--- src/rtl/vga_vram_arbiter_if.sv ---
// Signal bundle between the VRAM arbiter, its two requesters and the glyph RAM macro.
// The arbiter takes the slave view; the environment driving requests and modelling RAM takes master.
interface vga_vram_arbiter_if;
    logic        AVL_CS;
    logic        AVL_READ;
    logic        AVL_WRITE;
    logic [3:0]  AVL_BYTE_EN;
    logic [9:0]  AVL_ADDR;
    logic [31:0] AVL_WRITEDATA;
    logic        AVL_WAITREQUEST;
    logic [31:0] AVL_READDATA;
    logic        AVL_READDATAVALID;

    logic        FETCH_REQ;
    logic [9:0]  FETCH_ADDR;
    logic        FETCH_GNT;
    logic [31:0] FETCH_DATA;
    logic        FETCH_VALID;

    logic [9:0]  RAM_ADDR;
    logic        RAM_WE;
    logic [3:0]  RAM_BE;
    logic [31:0] RAM_WDATA;
    logic [31:0] RAM_RDATA;

    logic [15:0] FETCH_STALL_CNT;

    // Avalon: a command is accepted in a cycle where avl_req is high and AVL_WAITREQUEST
    // is low; the master holds every command signal until then. Fetch: FETCH_REQ and
    // FETCH_ADDR are held until the cycle FETCH_GNT is high. Both *VALID outputs are
    // single-cycle pulses delivered in grant order.
    modport slave (
        input  AVL_CS, AVL_READ, AVL_WRITE, AVL_BYTE_EN, AVL_ADDR, AVL_WRITEDATA,
        output AVL_WAITREQUEST, AVL_READDATA, AVL_READDATAVALID,
        input  FETCH_REQ, FETCH_ADDR,
        output FETCH_GNT, FETCH_DATA, FETCH_VALID,
        output RAM_ADDR, RAM_WE, RAM_BE, RAM_WDATA,
        input  RAM_RDATA,
        output FETCH_STALL_CNT
    );

    modport master (
        output AVL_CS, AVL_READ, AVL_WRITE, AVL_BYTE_EN, AVL_ADDR, AVL_WRITEDATA,
        input  AVL_WAITREQUEST, AVL_READDATA, AVL_READDATAVALID,
        output FETCH_REQ, FETCH_ADDR,
        input  FETCH_GNT, FETCH_DATA, FETCH_VALID,
        input  RAM_ADDR, RAM_WE, RAM_BE, RAM_WDATA,
        output RAM_RDATA,
        input  FETCH_STALL_CNT
    );
endinterface

--- src/rtl/vga_vram_arbiter.sv ---
// Single-port glyph VRAM arbiter: fetch engine normally wins, Avalon is forced through
// after STARVE_LIMIT lost cycles; reads return through a two-stage pipeline.
module vga_vram_arbiter #(
    parameter int DEPTH        = 600,
    parameter int STARVE_LIMIT = 8
) (
    input  logic                CLK,
    input  logic                RESET,
    vga_vram_arbiter_if.slave   bus
);
    localparam int              WW       = $clog2(STARVE_LIMIT + 1);
    localparam logic [WW-1:0]   WAIT_MAX = WW'(STARVE_LIMIT);
    localparam logic [10:0]     DEPTH_W  = 11'(DEPTH);

    typedef enum logic { SRC_AVL = 1'b0, SRC_FETCH = 1'b1 } src_e;

    typedef struct packed {
        logic valid;
        src_e src;
        logic oob;
    } stage_t;

    logic          avl_req;
    logic          avl_rd;
    logic          avl_wr;
    logic          avl_gnt;
    logic          fetch_gnt;
    logic          avl_oob;
    logic          fetch_oob;
    logic          starved;
    logic [WW-1:0] wait_cnt;
    stage_t        s1;

    // A simultaneous read+write is a read; the write half is ignored.
    always_comb begin
        avl_req   = bus.AVL_CS & (bus.AVL_READ | bus.AVL_WRITE);
        avl_rd    = bus.AVL_READ;
        avl_wr    = bus.AVL_WRITE & ~bus.AVL_READ;
        starved   = (wait_cnt == WAIT_MAX);
        avl_gnt   = ~RESET & avl_req & (~bus.FETCH_REQ | starved);
        fetch_gnt = ~RESET & bus.FETCH_REQ & ~avl_gnt;
        avl_oob   = ({1'b0, bus.AVL_ADDR} >= DEPTH_W);
        fetch_oob = ({1'b0, bus.FETCH_ADDR} >= DEPTH_W);
    end

    assign bus.AVL_WAITREQUEST = RESET | (avl_req & ~avl_gnt);
    assign bus.FETCH_GNT       = fetch_gnt;
    assign bus.RAM_ADDR        = avl_gnt ? bus.AVL_ADDR : bus.FETCH_ADDR;
    assign bus.RAM_BE          = (avl_gnt & avl_wr) ? bus.AVL_BYTE_EN : 4'hF;
    assign bus.RAM_WDATA       = bus.AVL_WRITEDATA;
    assign bus.RAM_WE          = avl_gnt & avl_wr & (|bus.AVL_BYTE_EN) & ~avl_oob;

    // Stage 2 is the output register set itself: it captures RAM_RDATA one cycle
    // after stage 1 is loaded, giving the grant-to-valid latency of two cycles.
    always_ff @(posedge CLK) begin
        if (RESET) begin
            wait_cnt              <= '0;
            s1                    <= '0;
            bus.AVL_READDATA      <= '0;
            bus.AVL_READDATAVALID <= 1'b0;
            bus.FETCH_DATA        <= '0;
            bus.FETCH_VALID       <= 1'b0;
            bus.FETCH_STALL_CNT   <= '0;
        end else begin
            if (~avl_req | avl_gnt) begin
                wait_cnt <= '0;
            end else if (!starved) begin
                wait_cnt <= wait_cnt + 1'b1;
            end

            s1.valid <= (avl_gnt & avl_rd) | fetch_gnt;
            s1.src   <= fetch_gnt ? SRC_FETCH : SRC_AVL;
            s1.oob   <= fetch_gnt ? fetch_oob : avl_oob;

            bus.AVL_READDATAVALID <= s1.valid & (s1.src == SRC_AVL);
            bus.FETCH_VALID       <= s1.valid & (s1.src == SRC_FETCH);
            if (s1.valid & (s1.src == SRC_AVL)) begin
                bus.AVL_READDATA <= s1.oob ? 32'h0 : bus.RAM_RDATA;
            end
            if (s1.valid & (s1.src == SRC_FETCH)) begin
                bus.FETCH_DATA <= s1.oob ? 32'h0 : bus.RAM_RDATA;
            end

            if (bus.FETCH_REQ & ~fetch_gnt & (bus.FETCH_STALL_CNT != 16'hFFFF)) begin
                bus.FETCH_STALL_CNT <= bus.FETCH_STALL_CNT + 16'd1;
            end
        end
    end
endmodule

--- src/flat_wrapper.sv ---
// flat-port wrapper written by rule: the top's interface ports become plain ports
module vga_vram_arbiter_flat 
#(
    parameter int DEPTH        = 600,
    parameter int STARVE_LIMIT = 8
)
  (CLK, RESET, bus_AVL_CS, bus_AVL_READ, bus_AVL_WRITE, bus_AVL_BYTE_EN, bus_AVL_ADDR, bus_AVL_WRITEDATA, bus_AVL_WAITREQUEST, bus_AVL_READDATA, bus_AVL_READDATAVALID, bus_FETCH_REQ, bus_FETCH_ADDR, bus_FETCH_GNT, bus_FETCH_DATA, bus_FETCH_VALID, bus_RAM_ADDR, bus_RAM_WE, bus_RAM_BE, bus_RAM_WDATA, bus_RAM_RDATA, bus_FETCH_STALL_CNT);
  vga_vram_arbiter_if bus_i ();
  input  logic CLK;
  input  logic RESET;
  input wire logic [$bits(bus_i.AVL_CS)-1:0] bus_AVL_CS;
  input wire logic [$bits(bus_i.AVL_READ)-1:0] bus_AVL_READ;
  input wire logic [$bits(bus_i.AVL_WRITE)-1:0] bus_AVL_WRITE;
  input wire logic [$bits(bus_i.AVL_BYTE_EN)-1:0] bus_AVL_BYTE_EN;
  input wire logic [$bits(bus_i.AVL_ADDR)-1:0] bus_AVL_ADDR;
  input wire logic [$bits(bus_i.AVL_WRITEDATA)-1:0] bus_AVL_WRITEDATA;
  output wire logic [$bits(bus_i.AVL_WAITREQUEST)-1:0] bus_AVL_WAITREQUEST;
  output wire logic [$bits(bus_i.AVL_READDATA)-1:0] bus_AVL_READDATA;
  output wire logic [$bits(bus_i.AVL_READDATAVALID)-1:0] bus_AVL_READDATAVALID;
  input wire logic [$bits(bus_i.FETCH_REQ)-1:0] bus_FETCH_REQ;
  input wire logic [$bits(bus_i.FETCH_ADDR)-1:0] bus_FETCH_ADDR;
  output wire logic [$bits(bus_i.FETCH_GNT)-1:0] bus_FETCH_GNT;
  output wire logic [$bits(bus_i.FETCH_DATA)-1:0] bus_FETCH_DATA;
  output wire logic [$bits(bus_i.FETCH_VALID)-1:0] bus_FETCH_VALID;
  output wire logic [$bits(bus_i.RAM_ADDR)-1:0] bus_RAM_ADDR;
  output wire logic [$bits(bus_i.RAM_WE)-1:0] bus_RAM_WE;
  output wire logic [$bits(bus_i.RAM_BE)-1:0] bus_RAM_BE;
  output wire logic [$bits(bus_i.RAM_WDATA)-1:0] bus_RAM_WDATA;
  input wire logic [$bits(bus_i.RAM_RDATA)-1:0] bus_RAM_RDATA;
  output wire logic [$bits(bus_i.FETCH_STALL_CNT)-1:0] bus_FETCH_STALL_CNT;
  assign bus_i.AVL_CS = bus_AVL_CS;
  assign bus_i.AVL_READ = bus_AVL_READ;
  assign bus_i.AVL_WRITE = bus_AVL_WRITE;
  assign bus_i.AVL_BYTE_EN = bus_AVL_BYTE_EN;
  assign bus_i.AVL_ADDR = bus_AVL_ADDR;
  assign bus_i.AVL_WRITEDATA = bus_AVL_WRITEDATA;
  assign bus_AVL_WAITREQUEST = bus_i.AVL_WAITREQUEST;
  assign bus_AVL_READDATA = bus_i.AVL_READDATA;
  assign bus_AVL_READDATAVALID = bus_i.AVL_READDATAVALID;
  assign bus_i.FETCH_REQ = bus_FETCH_REQ;
  assign bus_i.FETCH_ADDR = bus_FETCH_ADDR;
  assign bus_FETCH_GNT = bus_i.FETCH_GNT;
  assign bus_FETCH_DATA = bus_i.FETCH_DATA;
  assign bus_FETCH_VALID = bus_i.FETCH_VALID;
  assign bus_RAM_ADDR = bus_i.RAM_ADDR;
  assign bus_RAM_WE = bus_i.RAM_WE;
  assign bus_RAM_BE = bus_i.RAM_BE;
  assign bus_RAM_WDATA = bus_i.RAM_WDATA;
  assign bus_i.RAM_RDATA = bus_RAM_RDATA;
  assign bus_FETCH_STALL_CNT = bus_i.FETCH_STALL_CNT;
  vga_vram_arbiter #(.DEPTH(DEPTH), .STARVE_LIMIT(STARVE_LIMIT)) u_core (.CLK(CLK), .RESET(RESET), .bus(bus_i));
endmodule
--- config.mk ---
export PLATFORM = sky130hd
export DESIGN_NAME = vga_vram_arbiter_flat
export DESIGN_NICKNAME = d
export VERILOG_FILES = /design/src/rtl/vga_vram_arbiter_if.sv /design/src/rtl/vga_vram_arbiter.sv /design/src/flat_wrapper.sv
export SDC_FILE = /design/constraint.sdc
export NUM_CORES = 1
export LEC_CHECK = 0
export ABC_AREA = 1
export BUFFER_PORTS_ARGS = -buffer_cell sky130_fd_sc_hd__buf_2
export CORE_MARGIN = 2
export CORE_UTILIZATION = 44
export DETAILED_ROUTE_END_ITERATION = 10
export PLACE_DENSITY = 0.85
export SLEW_MARGIN = 15
export SYNTH_ARGS = -nofsm -noshare
export SYNTH_HDL_FRONTEND = slang
export SYNTH_SLANG_ARGS = --single-unit
--- constraint.sdc ---
create_clock -name CLK -period 3.01 [get_ports CLK]
set_input_delay 0.903 -clock CLK [delete_from_list [all_inputs] [get_ports CLK]]
set_output_delay 0.903 -clock CLK [all_outputs]
set_load 0.01 [all_outputs]
Word-level counts from Yosys, hierarchy flattened
Cells that the tools add are included.
Word-level totals
  register bits: 89
Cells by class
  add/sub/neg operators: 2
  $lt $le $gt $ge: 2
  eq/ne operators: 2
  multiplexer cells: 5
  bitwise logic cells: 28
  reduce and logical (&&, ||, !) cells: 2
Operators by type and width (number)
  32-bit two-way mux: 1
  10-bit greater-or-equal comparator, second input constant: 2
  16-bit by 1-bit adder with 16-bit output, second input constant: 1
  16-bit inequality test, second input constant: 1
  1-bit AND: 15
  10-bit two-way mux: 1
  1-bit inverter: 8
  1-bit OR: 5
  4-bit by 1-bit adder with 4-bit output, second input constant: 1
  4-bit equality test, second input constant: 1
  4-bit two-way mux: 1
  4-bit OR reduction: 1
  1-bit two-way mux: 2
  2-bit OR reduction: 1

Logic depth before layout (Yosys ltp)
  depth after elaboration: 9
  gate-level depth with buffers: 10
  depth with buffers taken out: 10

Least setup slack after synthesis
Ideal clock, no wire load.
  path type: input -> output
  from: input port RESET
  to: output port bus_RAM_BE[0]
  arrival time: 1.866 ns
  path slack: 0.241 ns
  stages: 6
  buffers on the path: 1
  path through: buf_6 -> nor3_4 -> nand2_4 -> inv_2 -> nand3_1 -> or2_2
On the way
  longest elaborated chain between the ends: 5
Ends and longest elaborated chain
  start, declared: line flat_wrapper.sv:10  | input logic RESET;
  1-bit inverter: line vga_vram_arbiter.sv:40  | avl_gnt = ~RESET & avl_req & (~bus.FETCH_REQ | starved);
  1-bit AND (2 in a row): line vga_vram_arbiter.sv:40
  1-bit AND: line vga_vram_arbiter.sv:49  | assign bus.RAM_BE = (avl_gnt & avl_wr) ? bus.AVL_BYTE_EN : 4'hF;
  4-bit two-way mux: line vga_vram_arbiter.sv:49
  end, declared: line flat_wrapper.sv:27  | output wire logic [$bits(bus_i.RAM_BE)-1:0] bus_RAM_BE;
No other way between the ends.

Worst setup path in the final report
  from: input port bus_AVL_CS
  to: output port bus_RAM_BE[3]
On the way
  longest elaborated chain between the ends: 5
Ends and longest elaborated chain
  start, declared: line flat_wrapper.sv:11  | input wire logic [$bits(bus_i.AVL_CS)-1:0] bus_AVL_CS;
  1-bit AND: line vga_vram_arbiter.sv:36  | avl_req = bus.AVL_CS & (bus.AVL_READ | bus.AVL_WRITE);
  1-bit AND (2 in a row): line vga_vram_arbiter.sv:40
  1-bit AND: line vga_vram_arbiter.sv:49
  4-bit two-way mux: line vga_vram_arbiter.sv:49
No other way between the ends.

==> impl_metrics.env <==
export IMPL_status="complete, no violations"
export IMPL_drt_initial_drc_count=122
export IMPL_ys_seq_elements=89
export IMPL_final_area_mm2=0.00490
export IMPL_wl_met1_um=4500
export IMPL_max_freq_mhz=350
export IMPL_design_die_area_mm2=0.00993
export IMPL_grt_pass1_vias=3746
export IMPL_initial_utilization_pct=45.7
export IMPL_p_sw_uw=656
export IMPL_mostFrequentLayoutCell="buf_2"
export IMPL_final_cells=784
export IMPL_cts_buffers=9
export IMPL_clkLatencyLatePin_ns=0.35
export IMPL_crit_family="simple AND/OR/NAND/NOR gates"
export IMPL_gpl_final_weighted_congestion=0.846
export IMPL_cts_setup_buffers=0
export IMPL_cts_path_max_buffers=2
export IMPL_cts_sinks=89
export IMPL_maxSlewHeadroom_pct=45.1
export IMPL_fp_dieW_um=99.6
export IMPL_clkPwrFrac_pct=36.7
export IMPL_tritoncts="done"
export IMPL_ys_flop_type="dfxtp_1"
export IMPL_rows=34
export IMPL_worstPathCellList="buf_2 -> inv_1 -> nor3_4 -> nand2_4 -> inv_2 -> nand3_1 -> or2_2 -> buf_2"
export IMPL_setup_tns_final_ns=0
export IMPL_period_needed_ns=2.86
export IMPL_antenna_found_initial=0
export IMPL_drt_vias_per_instance=5.05
export IMPL_routed_wl_um=10500
export IMPL_place_inst=768
export IMPL_cts_hold_buf=0
export IMPL_via_count=3962
export IMPL_gr_total_overflow=0
export IMPL_cp_end_kind="primary output"
export IMPL_crit_path_max_incr_delay_ns=0.29
export IMPL_dieHeight_um=99.6
export IMPL_path_buf_inv=4
export IMPL_crit_arrival_ns=1.95
export IMPL_ys_warn_count=0
export IMPL_synth_cell_types=33
export IMPL_power_leakage_uw=0.00244
export IMPL_layout_nets=768
export IMPL_fin_total_pwr_uw=2510
export IMPL_r2r_cells=10
export IMPL_hold_path_class="reg2reg"
export IMPL_internal_power_uw=1860
export IMPL_syn_nets=649
export IMPL_antenna_left=0
export IMPL_maxSlewViolCount=0
export IMPL_grt_max_degree=41
export IMPL_drt_pass1_iter_count=4
export IMPL_crit_path_max_fanout=5
export IMPL_wl_met2_um=4900
export IMPL_clk_pin_slew_worst_paths_ns=0.09
export IMPL_synth_avg_cell_area_um2=7.29
export IMPL_ctsResizeCount=0
export IMPL_async_reset_ff_share_pct=0
export IMPL_dp_hpwl_um=7650
export IMPL_placed_area_mm2=0.00467
export IMPL_synth_edff_count=0
export IMPL_htreeDepth=3
export IMPL_cpMaxStageDelayCell="or2_2"
export IMPL_critPathKind="in2out"
export IMPL_p_sw_share_pct=26.1
export IMPL_drv_cap=0
export IMPL_rr_endpoint="u_core.bus.FETCH_STALL_CNT[15]"
export IMPL_ff2ff_setup_slack_ns=1.13
export IMPL_rsz0062_at_grt="false"
export IMPL_worstHoldStart="u_core.bus.FETCH_DATA[30]"
export IMPL_drc=0
export IMPL_pin_count=225
export IMPL_vdd_ir_drop_max_uv=303
export IMPL_layout_common_cells="160 x buf_2, 104 x nand2_1, 89 x dfxtp_1, 74 x a21oi_1, 68 x o21ai_0"
export IMPL_timing_rr_start="u_core.wait_cnt[0]"
export IMPL_fin_crit_sh_pct=94.9
export IMPL_hold_end="u_core.bus.FETCH_DATA[30]"
export IMPL_diodes=0
export IMPL_grt_use_total_pct=21.0
export IMPL_synth_area_mm2=0.00403
export IMPL_root_buffer="clkbuf_8"
export IMPL_tightest_slew_ns=0.823
export IMPL_io_buffers=160
export IMPL_holdWs_ns=0.471
export IMPL_grt_pass1_wl_um=17100
export IMPL_synth_seq_area_share_pct=44.3
export IMPL_setup_viol=0
export IMPL_startpoint_type="input port"
export IMPL_drt_wirelength_per_cell_um=13.4
export IMPL_fin_worst_skew_ns=0.0111
export IMPL_route_met3_wl_um=943
export IMPL_core_mm2=0.00881
export IMPL_powerDensity_mw_per_mm2=513
export IMPL_critPathRequiredTime_ns=2.11
export IMPL_min_path_cells=2
export IMPL_crit_top_cell="buf_2"
export IMPL_syn_inst=552
export IMPL_highest_layer="met4"
export IMPL_power_frac_comb_pct=13.0
export IMPL_syn2layout_area_growth_pct=21.7
export IMPL_p_seq_share_pct=50.3
export IMPL_final_hold_violation_count=0
export IMPL_final_layout_size_suffix_gt1_share_pct=30.0
[Yosys cell counts (3+ instances only)]
| library cell | number | area [µm²] |
|---|---|---|
| a21oi_1 | 74 | 370 |
| buf_2 | 4 | 20.0 |
| buf_4 | 32 | 240 |
| clkbuf_1 | 19 | 71.3 |
| dfxtp_1 | 89 | 1780 |
| ha_1 | 3 | 37.5 |
| inv_1 | 36 | 135 |
| inv_2 | 3 | 11.3 |
| nand2_1 | 104 | 390 |
| nand3_1 | 19 | 95.1 |
| nand4_1 | 8 | 50.1 |
| nor2_1 | 63 | 236 |
| o21ai_0 | 68 | 340 |
| or2_2 | 6 | 37.5 |
[how the worst max path moves through the flow]
stage                             start               to  slack, ns  depth (start not counted)
final                        bus_AVL_CS    bus_RAM_BE[3]       0.15                          8
after global routing      bus_AVL_WRITE  bus_RAM_ADDR[5]       0.04                          8
after CTS                    bus_AVL_CS    bus_RAM_BE[3]       0.14                          8
after detailed placement     bus_AVL_CS    bus_RAM_BE[3]       0.15                          8
after global placement       bus_AVL_CS    bus_RAM_BE[3]       0.20                          8
after floorplan                   RESET    bus_RAM_BE[0]       0.24                          6
[power groups by stage]
stage	registers (µW)	logic (µW)	clock network, µW
2_1_floorplan	1310	205	0
3_3_place_gp	1290	319	0
6_report	1270	327	922
5_1_grt	1270	368	998
4_1_cts	1260	330	948
3_5_place_dp	1290	329	0
[sequential cells by signal (all words and copies together) (netlist names)]
signal,count
u_core.bus.AVL_READDATA,32
u_core.bus.AVL_READDATAVALID,1
u_core.wait_cnt,4
u_core.bus.FETCH_STALL_CNT,16
u_core.s1,3
u_core.bus.FETCH_VALID,1
u_core.bus.FETCH_DATA,32
[routing by layer]
layer	global-route usage [%]	vias up
met5	0	-
met4	8.96	0
met3	7.31	24
met2	34.6	162
met1	24.9	1770
li1	-	2006
[stage by stage]
stage	util, %	worst slack (ns)
after floorplan	-	0.241
after global placement	53.1	0.200
after detailed placement	53.1	0.151
after CTS	55.6	0.144
after global routing	55.6	0.0448
final	55.6	0.153
[cell type report]
| type | instances | area [µm²] |
|---|---|---|
| Clock inverter | 5 | 85.1 |
| Clock buffer | 11 | 141 |
| Inverter | 40 | 150 |
| Timing Repair Buffer | 167 | 866 |
| Sequential cell | 89 | 1780 |
| Fill cell | 847 | 3910 |
| Tap cell | 108 | 135 |
| Multi-Input combinational cell | 364 | 1740 |
[worst register-to-register path, cell delays in order, from the launching register on]
cell,delay [ns]
dfxtp_1,0.35
inv_1,0.07
ha_1,0.15
nand3b_1,0.16
nand2_2,0.14
nand2_4,0.06
buf_4,0.20
a21oi_4,0.39
nand3_1,0.13
nand2_1,0.08
nor2_1,0.04
[cells by family (layout without fill, tap and decap cells)]
| logic type | count (synthesis) | in the layout | synth area share [%] |
|---|---|---|---|
| DFF | 89 | 89 | 44.3 |
| and+or+nand+nor | 214 | 214 | 23.3 |
| buffers and inverters | 99 | 223 | 12.7 |
| AOI/OAI and AO/OA | 145 | 145 | 18.4 |
| adders and majority gates | 3 | 3 | 0.933 |
| xor gates and xnor gates | 2 | 2 | 0.435 |
(Power assumes the default switching activity.)
